### src/rtl/sys_bus_arb_pkg.sv
`default_nettype none
// ============================================================================
// Module : sys_bus_arb_pkg
// Desc   : Shared constants, state encoding and defaults for sys_bus_arb.
// Rev    : 1.0  initial release
// ============================================================================
package sys_bus_arb_pkg;

    localparam int S_IDLE = 0;
    localparam int S_ADDR = 1;
    localparam int S_XFER = 2;
    localparam int S_DONE = 3;

    localparam int DEF_N_MASTERS = 4;
    localparam int DEF_AW        = 8;
    localparam int DEF_DW        = 32;
    localparam int DEF_TIMEOUT   = 16;

    typedef enum logic [3:0] {
        ST_IDLE = 4'b0001 << S_IDLE,
        ST_ADDR = 4'b0001 << S_ADDR,
        ST_XFER = 4'b0001 << S_XFER,
        ST_DONE = 4'b0001 << S_DONE
    } state_t;

    // A disabled timeout still needs a 1-bit counter to keep widths legal.
    function automatic int cnt_width(input int timeout);
        return (timeout > 0) ? $clog2(timeout + 1) : 1;
    endfunction

endpackage
`default_nettype wire

### src/rtl/sys_bus_arb_if.sv
`default_nettype none
// ============================================================================
// Module : sys_bus_arb_if
// Desc   : Requester-side and slave-side bus signals of sys_bus_arb.
// Rev    : 1.0  initial release
// ============================================================================
interface sys_bus_arb_if #(
    parameter int N_MASTERS = 4,
    parameter int AW        = 8,
    parameter int DW        = 32
);
    logic [N_MASTERS-1:0]    m_req;
    logic [N_MASTERS-1:0]    m_we;
    logic [N_MASTERS*AW-1:0] m_addr;
    logic [N_MASTERS*DW-1:0] m_wdata;
    logic [N_MASTERS-1:0]    m_gnt;
    logic [N_MASTERS-1:0]    m_done;
    logic                    m_err;
    logic [DW-1:0]           m_rdata;
    logic                    bus_ready;
    logic [AW-1:0]           s_addr;
    logic                    s_we;
    logic                    s_re;
    logic [DW-1:0]           s_wdata;
    logic [DW-1:0]           s_rdata;
    logic                    s_ready;

    // Controller view.
    modport slave (
        input  m_req, m_we, m_addr, m_wdata, s_rdata, s_ready,
        output m_gnt, m_done, m_err, m_rdata, bus_ready,
               s_addr, s_we, s_re, s_wdata
    );

    // Requesters plus memory/I-O view.
    modport master (
        output m_req, m_we, m_addr, m_wdata, s_rdata, s_ready,
        input  m_gnt, m_done, m_err, m_rdata, bus_ready,
               s_addr, s_we, s_re, s_wdata
    );
endinterface
`default_nettype wire

### src/rtl/sys_bus_arb_rr_arbiter.sv
`default_nettype none
// ============================================================================
// Module : sys_bus_arb_rr_arbiter
// Desc   : Round-robin arbiter with rotating priority pointer.
// Rev    : 1.0  initial release
// ============================================================================
module sys_bus_arb_rr_arbiter #(
    parameter int N = 4
) (
    input  wire logic                 clk,
    input  wire logic                 rst,
    input  wire logic                 en,
    input  wire logic [N-1:0]         req,
    output logic      [N-1:0]         gnt,
    output logic      [$clog2(N)-1:0] idx,
    output logic                      valid
);
    localparam int IW = $clog2(N);

    logic [IW-1:0] r_ptr;
    logic [IW:0]   w_sum;
    logic [IW-1:0] w_pos;

    // Scan from the pointer upward, wrapping modulo N.
    always_comb begin
        gnt   = '0;
        idx   = '0;
        valid = 1'b0;
        w_sum = '0;
        w_pos = '0;
        for (int k = 0; k < N; k++) begin
            w_sum = {1'b0, r_ptr} + (IW+1)'(k);
            if (w_sum >= (IW+1)'(N)) begin
                w_sum = w_sum - (IW+1)'(N);
            end
            w_pos = w_sum[IW-1:0];
            if (!valid && req[w_pos]) begin
                valid      = 1'b1;
                gnt[w_pos] = 1'b1;
                idx        = w_pos;
            end
        end
    end

    always_ff @(posedge clk) begin
        if (rst) begin
            r_ptr <= '0;
        end else if (en && valid) begin
            r_ptr <= (idx == IW'(N - 1)) ? '0 : idx + 1'b1;
        end
    end

endmodule
`default_nettype wire

### src/rtl/sys_bus_arb.sv
`default_nettype none
// ============================================================================
// Module : sys_bus_arb
// Desc   : Multi-master bus controller: round-robin arbitration, wait states
//          and per-transfer timeout onto a single slave port.
// Rev    : 1.0  initial release
// ============================================================================
module sys_bus_arb
    import sys_bus_arb_pkg::*;
#(
    parameter int N_MASTERS = DEF_N_MASTERS,
    parameter int AW        = DEF_AW,
    parameter int DW        = DEF_DW,
    parameter int TIMEOUT   = DEF_TIMEOUT
) (
    input wire logic      clk,
    input wire logic      rst,
    sys_bus_arb_if.slave  bus
);
    localparam int IW = $clog2(N_MASTERS);
    localparam int CW = cnt_width(TIMEOUT);

    state_t                 r_state;
    state_t                 w_next;

    logic [N_MASTERS-1:0]   w_arb_gnt;
    logic [IW-1:0]          w_arb_idx;
    logic                   w_arb_valid;
    logic                   w_idle;
    logic                   w_timeout;

    logic [AW-1:0]          w_addr_arr  [N_MASTERS];
    logic [DW-1:0]          w_wdata_arr [N_MASTERS];

    logic [N_MASTERS-1:0]   r_sel_oh;
    logic                   r_we;
    logic [AW-1:0]          r_addr;
    logic [DW-1:0]          r_wdata;
    logic [CW-1:0]          r_cnt;

    logic [N_MASTERS-1:0]   r_gnt;
    logic [N_MASTERS-1:0]   r_done;
    logic                   r_err;
    logic [DW-1:0]          r_rdata;
    logic                   r_bus_ready;
    logic                   r_s_we;
    logic                   r_s_re;
    logic [DW-1:0]          r_s_wdata;

    for (genvar i = 0; i < N_MASTERS; i++) begin : g_unpack
        assign w_addr_arr[i]  = bus.m_addr[i*AW +: AW];
        assign w_wdata_arr[i] = bus.m_wdata[i*DW +: DW];
    end

    assign w_idle    = r_state[S_IDLE];
    // Fires on the edge that would complete the TIMEOUT-th waiting cycle.
    assign w_timeout = (TIMEOUT != 0) && (r_cnt == CW'(TIMEOUT - 1));

    sys_bus_arb_rr_arbiter #(
        .N     (N_MASTERS)
    ) u_arb (
        .clk   (clk),
        .rst   (rst),
        .en    (w_idle),
        .req   (bus.m_req),
        .gnt   (w_arb_gnt),
        .idx   (w_arb_idx),
        .valid (w_arb_valid)
    );

    always_ff @(posedge clk) begin
        if (rst) begin
            r_state <= ST_IDLE;
        end else begin
            r_state <= w_next;
        end
    end

    always_comb begin
        w_next = r_state;
        case (r_state)
            ST_IDLE: if (w_arb_valid) w_next = ST_ADDR;
            ST_ADDR: w_next = ST_XFER;
            ST_XFER: if (bus.s_ready || w_timeout) w_next = ST_DONE;
            ST_DONE: w_next = ST_IDLE;
            default: w_next = ST_IDLE;
        endcase
    end

    always_ff @(posedge clk) begin
        if (rst) begin
            r_sel_oh    <= '0;
            r_we        <= 1'b0;
            r_addr      <= '0;
            r_wdata     <= '0;
            r_cnt       <= '0;
            r_gnt       <= '0;
            r_done      <= '0;
            r_err       <= 1'b0;
            r_rdata     <= '0;
            r_bus_ready <= 1'b1;
            r_s_we      <= 1'b0;
            r_s_re      <= 1'b0;
            r_s_wdata   <= '0;
        end else begin
            r_bus_ready <= (w_next == ST_IDLE);
            case (r_state)
                ST_IDLE: begin
                    r_done <= '0;
                    r_err  <= 1'b0;
                    if (w_arb_valid) begin
                        r_sel_oh <= w_arb_gnt;
                        r_gnt    <= w_arb_gnt;
                        r_we     <= bus.m_we[w_arb_idx];
                        r_addr   <= w_addr_arr[w_arb_idx];
                        r_wdata  <= w_wdata_arr[w_arb_idx];
                    end
                end
                ST_ADDR: begin
                    r_gnt     <= '0;
                    r_cnt     <= '0;
                    r_s_we    <= r_we;
                    r_s_re    <= ~r_we;
                    r_s_wdata <= r_wdata;
                end
                ST_XFER: begin
                    // A ready slave beats a simultaneous timeout.
                    if (bus.s_ready) begin
                        if (!r_we) begin
                            r_rdata <= bus.s_rdata;
                        end
                        r_s_we <= 1'b0;
                        r_s_re <= 1'b0;
                        r_done <= r_sel_oh;
                        r_err  <= 1'b0;
                    end else if (w_timeout) begin
                        r_s_we <= 1'b0;
                        r_s_re <= 1'b0;
                        r_done <= r_sel_oh;
                        r_err  <= 1'b1;
                    end else begin
                        r_cnt <= r_cnt + 1'b1;
                    end
                end
                ST_DONE: begin
                    r_done <= '0;
                    r_err  <= 1'b0;
                end
                default: begin
                    r_done <= '0;
                end
            endcase
        end
    end

    assign bus.m_gnt     = r_gnt;
    assign bus.m_done    = r_done;
    assign bus.m_err     = r_err;
    assign bus.m_rdata   = r_rdata;
    assign bus.bus_ready = r_bus_ready;
    assign bus.s_addr    = r_addr;
    assign bus.s_we      = r_s_we;
    assign bus.s_re      = r_s_re;
    assign bus.s_wdata   = r_s_wdata;

endmodule
`default_nettype wire
### src/flat_wrapper.sv
// flat-port wrapper written by rule: the top's interface ports become plain ports
module sys_bus_arb_flat import sys_bus_arb_pkg::*;
#(
    parameter int N_MASTERS = DEF_N_MASTERS,
    parameter int AW        = DEF_AW,
    parameter int DW        = DEF_DW,
    parameter int TIMEOUT   = DEF_TIMEOUT
)
  (clk, rst, bus_m_req, bus_m_we, bus_m_addr, bus_m_wdata, bus_s_rdata, bus_s_ready, bus_m_gnt, bus_m_done, bus_m_err, bus_m_rdata, bus_bus_ready, bus_s_addr, bus_s_we, bus_s_re, bus_s_wdata);
  sys_bus_arb_if #(.N_MASTERS(N_MASTERS), .AW(AW), .DW(DW)) bus_i ();
  input wire logic clk;
  input wire logic rst;
  input wire logic [$bits(bus_i.m_req)-1:0] bus_m_req;
  input wire logic [$bits(bus_i.m_we)-1:0] bus_m_we;
  input wire logic [$bits(bus_i.m_addr)-1:0] bus_m_addr;
  input wire logic [$bits(bus_i.m_wdata)-1:0] bus_m_wdata;
  input wire logic [$bits(bus_i.s_rdata)-1:0] bus_s_rdata;
  input wire logic [$bits(bus_i.s_ready)-1:0] bus_s_ready;
  output wire logic [$bits(bus_i.m_gnt)-1:0] bus_m_gnt;
  output wire logic [$bits(bus_i.m_done)-1:0] bus_m_done;
  output wire logic [$bits(bus_i.m_err)-1:0] bus_m_err;
  output wire logic [$bits(bus_i.m_rdata)-1:0] bus_m_rdata;
  output wire logic [$bits(bus_i.bus_ready)-1:0] bus_bus_ready;
  output wire logic [$bits(bus_i.s_addr)-1:0] bus_s_addr;
  output wire logic [$bits(bus_i.s_we)-1:0] bus_s_we;
  output wire logic [$bits(bus_i.s_re)-1:0] bus_s_re;
  output wire logic [$bits(bus_i.s_wdata)-1:0] bus_s_wdata;
  assign bus_i.m_req = bus_m_req;
  assign bus_i.m_we = bus_m_we;
  assign bus_i.m_addr = bus_m_addr;
  assign bus_i.m_wdata = bus_m_wdata;
  assign bus_i.s_rdata = bus_s_rdata;
  assign bus_i.s_ready = bus_s_ready;
  assign bus_m_gnt = bus_i.m_gnt;
  assign bus_m_done = bus_i.m_done;
  assign bus_m_err = bus_i.m_err;
  assign bus_m_rdata = bus_i.m_rdata;
  assign bus_bus_ready = bus_i.bus_ready;
  assign bus_s_addr = bus_i.s_addr;
  assign bus_s_we = bus_i.s_we;
  assign bus_s_re = bus_i.s_re;
  assign bus_s_wdata = bus_i.s_wdata;
  sys_bus_arb #(.N_MASTERS(N_MASTERS), .AW(AW), .DW(DW), .TIMEOUT(TIMEOUT)) u_core (.clk(clk), .rst(rst), .bus(bus_i));
endmodule
### config.mk
export PLATFORM = sky130hd
export DESIGN_NAME = sys_bus_arb_flat
export DESIGN_NICKNAME = d
export VERILOG_FILES = /design/src/rtl/sys_bus_arb_pkg.sv /design/src/rtl/sys_bus_arb_if.sv /design/src/rtl/sys_bus_arb_rr_arbiter.sv /design/src/rtl/sys_bus_arb.sv /design/src/flat_wrapper.sv
export SDC_FILE = /design/constraint.sdc
export NUM_CORES = 1
export LEC_CHECK = 0
export CORE_MARGIN = 2
export CORE_UTILIZATION = 43
export DETAILED_ROUTE_END_ITERATION = 10
export PLACE_DENSITY = 0.84
export SETUP_SLACK_MARGIN = 0.02
export SYNTH_ARGS = -nofsm -noshare
export SYNTH_HDL_FRONTEND = slang
export SYNTH_SLANG_ARGS = --single-unit
### constraint.sdc
create_clock -name clk -period 3.3 [get_ports clk]
set_input_delay 0.825 -clock clk [delete_from_list [all_inputs] [get_ports clk]]
set_output_delay 0.825 -clock clk [all_outputs]
set_load 0.1 [all_outputs]
==> impl_metrics.json <==
{
  "setup_viol": 0,
  "clkPwrFrac": 0.281,
  "min_path_type": "flip-flop to flip-flop",
  "p_per_area_mw_per_mm2": 741,
  "start_kind": "flip-flop",
  "intPower_uw": 4580,
  "multi_input_area_mm2": 0.00354,
  "ys_seq_elements": 132,
  "drive_above_1_share": 0.168,
  "synth_edf_count": 0,
  "holdPathEnd": "u_core.bus.s_wdata[29]",
  "post-synth-top-count-cell": "nand2_1",
  "hold_path_depth": 2,
  "ios": 287,
  "fillCellCount": 1214,
  "syn_nets": 996,
  "syn_avg_cell_area_um2": 8.32,
  "grt_pass1_wl_um": 32300,
  "cts_tree": "built",
  "slew_violations": 0,
  "r2r_slack_ps": 350,
  "grt_max_degree": 75,
  "p_total_uw": 7430,
  "tightestPinTransition_ps": 660,
  "synthArstFlopShare": 0,
  "yosysWarnings": 0,
  "grt_pass1_vias": 6436,
  "syn_inst": 783,
  "cts_num_sinks": 132,
  "clock_latency_ps": 410,
  "clock_path_buffers": 2,
  "endpoint_kind": "flip-flop",
  "grt_use_total": 0.253,
  "ctsHoldBuffers": 0,
  "synthesis.area_mm2": 0.00652,
  "row_count": 44,
  "synth.top_cells.by_count": "177 x nand2_1, 132 x dfxtp_1, 74 x a21oi_1, 42 x and3_1, 42 x mux2i_1",
  "power_frac_comb": 0.440,
  "cts_made_buffers": 17,
  "routed_wl_um": 21100,
  "setup_slack_ps": 351,
  "period_minus_slack_ps": 2950,
  "drt_iter0_markers": 440,
  "rsz0062_at_grt": "no",
  "tns_ps": 0,
  "antenna_found_initial": 2,
  "yosys.area.top_type": "dfxtp_1",
  "fp.dieW_um": 127,
  "ys_seq_area_frac": 0.406,
  "dp_worst_setup_slack_ps": 183,
  "synth_top_cell_area_share": 0.406,
  "dp_hpwl_um": 15200,
  "core_region_area_mm2": 0.0146,
  "vdd_drop_max_mv": 0.604,
  "cts_resized": 0,
  "worst-path-max-fanout": 73,
  "crit_required_ps": 3590,
  "worstHoldStart": "u_core.r_wdata[29]",
  "synth_area_leaders": "dfxtp_1 41%, nand2_1 10%, mux2i_1 6.5%",
  "p_leak_uw": 0.00395,
  "drc": 0,
  "overflow": 0,
  "status": "complete, no violations",
  "place_inst": 1219,
  "power_frac_seq": 0.279,
  "clk_pin_slew_ps": 60,
  "max_slew_margin": 0.554,
  "wire_per_inst_um": 16.9,
  "die-area_mm2": 0.0162,
  "fin_worst_skew_ps": 6.52,
  "instances_no_fill": 1253,
  "r2r_start": "u_core.u_arb.r_ptr[1]",
  "reg2regPathDepth": 9,
  "fp.dieH_um": 127,
  "swShare": 0.384,
  "drv_cap": 0,
  "clockRootBuffer": "clkbuf_16",
  "reg2reg_to": "u_core.r_wdata[9]",
  "htreeDepth": 4,
  "postCtsSetupBuffers": 0,
  "start_util": 0.445,
  "cp.arrival_ps": 3240,
  "crit_type": "flip-flop to flip-flop",
  "via_count": 6698,
  "synth_cell_types": 53,
  "seq_area_mm2": 0.00264,
  "place_congestion": 0.802,
  "portBuffers": 286,
  "netSwitchingPower_uw": 2850,
  "vias_per_cell": 5.35,
  "finalCritPeriodShare": 0.894,
  "fmax_ghz": 0.339,
  "ys.flop_type": "dfxtp_1",
  "drt_pass1_iterations": 5,
  "finalHoldViolations": 0,
  "hold_ws_ps": 451,
  "final_net_count": 1267,
  "area_delta_synth_final_pct": 53.9,
  "ant_nets": 0
}
==> critical path, cell delays in order, from the launching register on <==
cell and delay [ps]:
dfxtp_1 530, inv_1 220, ha_1 370, mux4_2 640, nor2b_4 200, o21ai_4 100, buf_12 200, and3_1 220
o21ai_1 200, o211ai_2 110
==> registers in the layout, indices dropped and copies added (netlist names), 5 cells and up <==
| signal | flops |
|---|---|
| u_core.bus.m_rdata | 32 |
| u_core.bus.s_addr | 8 |
| u_core.r_wdata | 32 |
| u_core.bus.s_wdata | 32 |
| u_core.r_cnt | 5 |
==> layout make-up <==
| class | instances | area share |
|---|---|---|
| multi-input combinational | 582 | 0.353 |
| sequential | 132 | 0.264 |
| inverter | 3 | 0.00112 |
| clock buffer | 20 | 0.0455 |
| clock inverter | 12 | 0.0201 |
| antenna | 2 | 0.000499 |
| tap | 184 | 0.0230 |
| timing repair buffer | 318 | 0.293 |
==> routing by layer <==
| metal | vias up | GRT usage | wire length, um |
|---|---|---|---|
| li1 | 3296 | - | - |
| met2 | 275 | 0.450 | 10700 |
| met1 | 3093 | 0.288 | 8300 |
| met3 | 34 | 0.0720 | 1600 |
| met5 | - | 0 | 0 |
| met4 | 0 | 0.0989 | 519 |
==> kinds of logic after synthesis <==
group / after synthesis / synth area share
simple gates: 289 / 0.202
compound gates: 235 / 0.235
flops: 132 / 0.406
buf+inv: 69 / 0.0591
mux: 46 / 0.0766
fa+ha+maj: 10 / 0.0192
xor+xnor: 2 / 0.00269
==> cells in the final DEF, fill, tap and decap left out, types with 5 or more instances in the layout <==
cell,count
buf_4,113
clkdlybuf4s50_1,201
nand2b_1,5
a22oi_1,9
nand2_1,177
a21oi_1,74
o211ai_2,12
mux2i_1,42
dfxtp_1,132
o21ai_0,12
bufinv_16,5
nor2_1,31
a21boi_0,41
clkbuf_16,17
o211ai_1,29
nor3_1,9
o21ai_1,40
and3_1,42
ha_1,10
==> worst max-delay path by stage <==
stage	to	slack, ps	start
detailed placement	u_core.r_wdata[9]	180	bus_m_req[2]
floorplan	u_core.r_wdata[10]	400	u_core.u_arb.r_ptr[0]
global route	u_core.bus.s_addr[1]	170	u_core.u_arb.r_ptr[1]
global placement	u_core.r_wdata[11]	280	bus_m_req[0]
CTS	u_core.r_wdata[9]	390	u_core.u_arb.r_ptr[1]
finish	u_core.r_wdata[9]	350	u_core.u_arb.r_ptr[1]
==> stage by stage <==
| stage | utilization | area [um^2] |
|---|---|---|
| after floorplan | - | 6520 |
| after CTS | 0.684 | 10000 |
| after detailed placement | 0.639 | 9360 |
| after global placement | 0.639 | 9360 |
| final | 0.685 | 10000 |
| after global routing | 0.685 | 10000 |
==> power groups by stage <==
stage | logic (uW) | registers (uW) | clock network [uW]
floorplan | 1940 | 2640 | 0
global placement | 3190 | 2090 | 0
detailed placement | 3270 | 2100 | 0
CTS | 3280 | 2070 | 2120
global route | 3500 | 2110 | 2200
finish | 3270 | 2070 | 2090
Power figures use the tool's default switching activity.
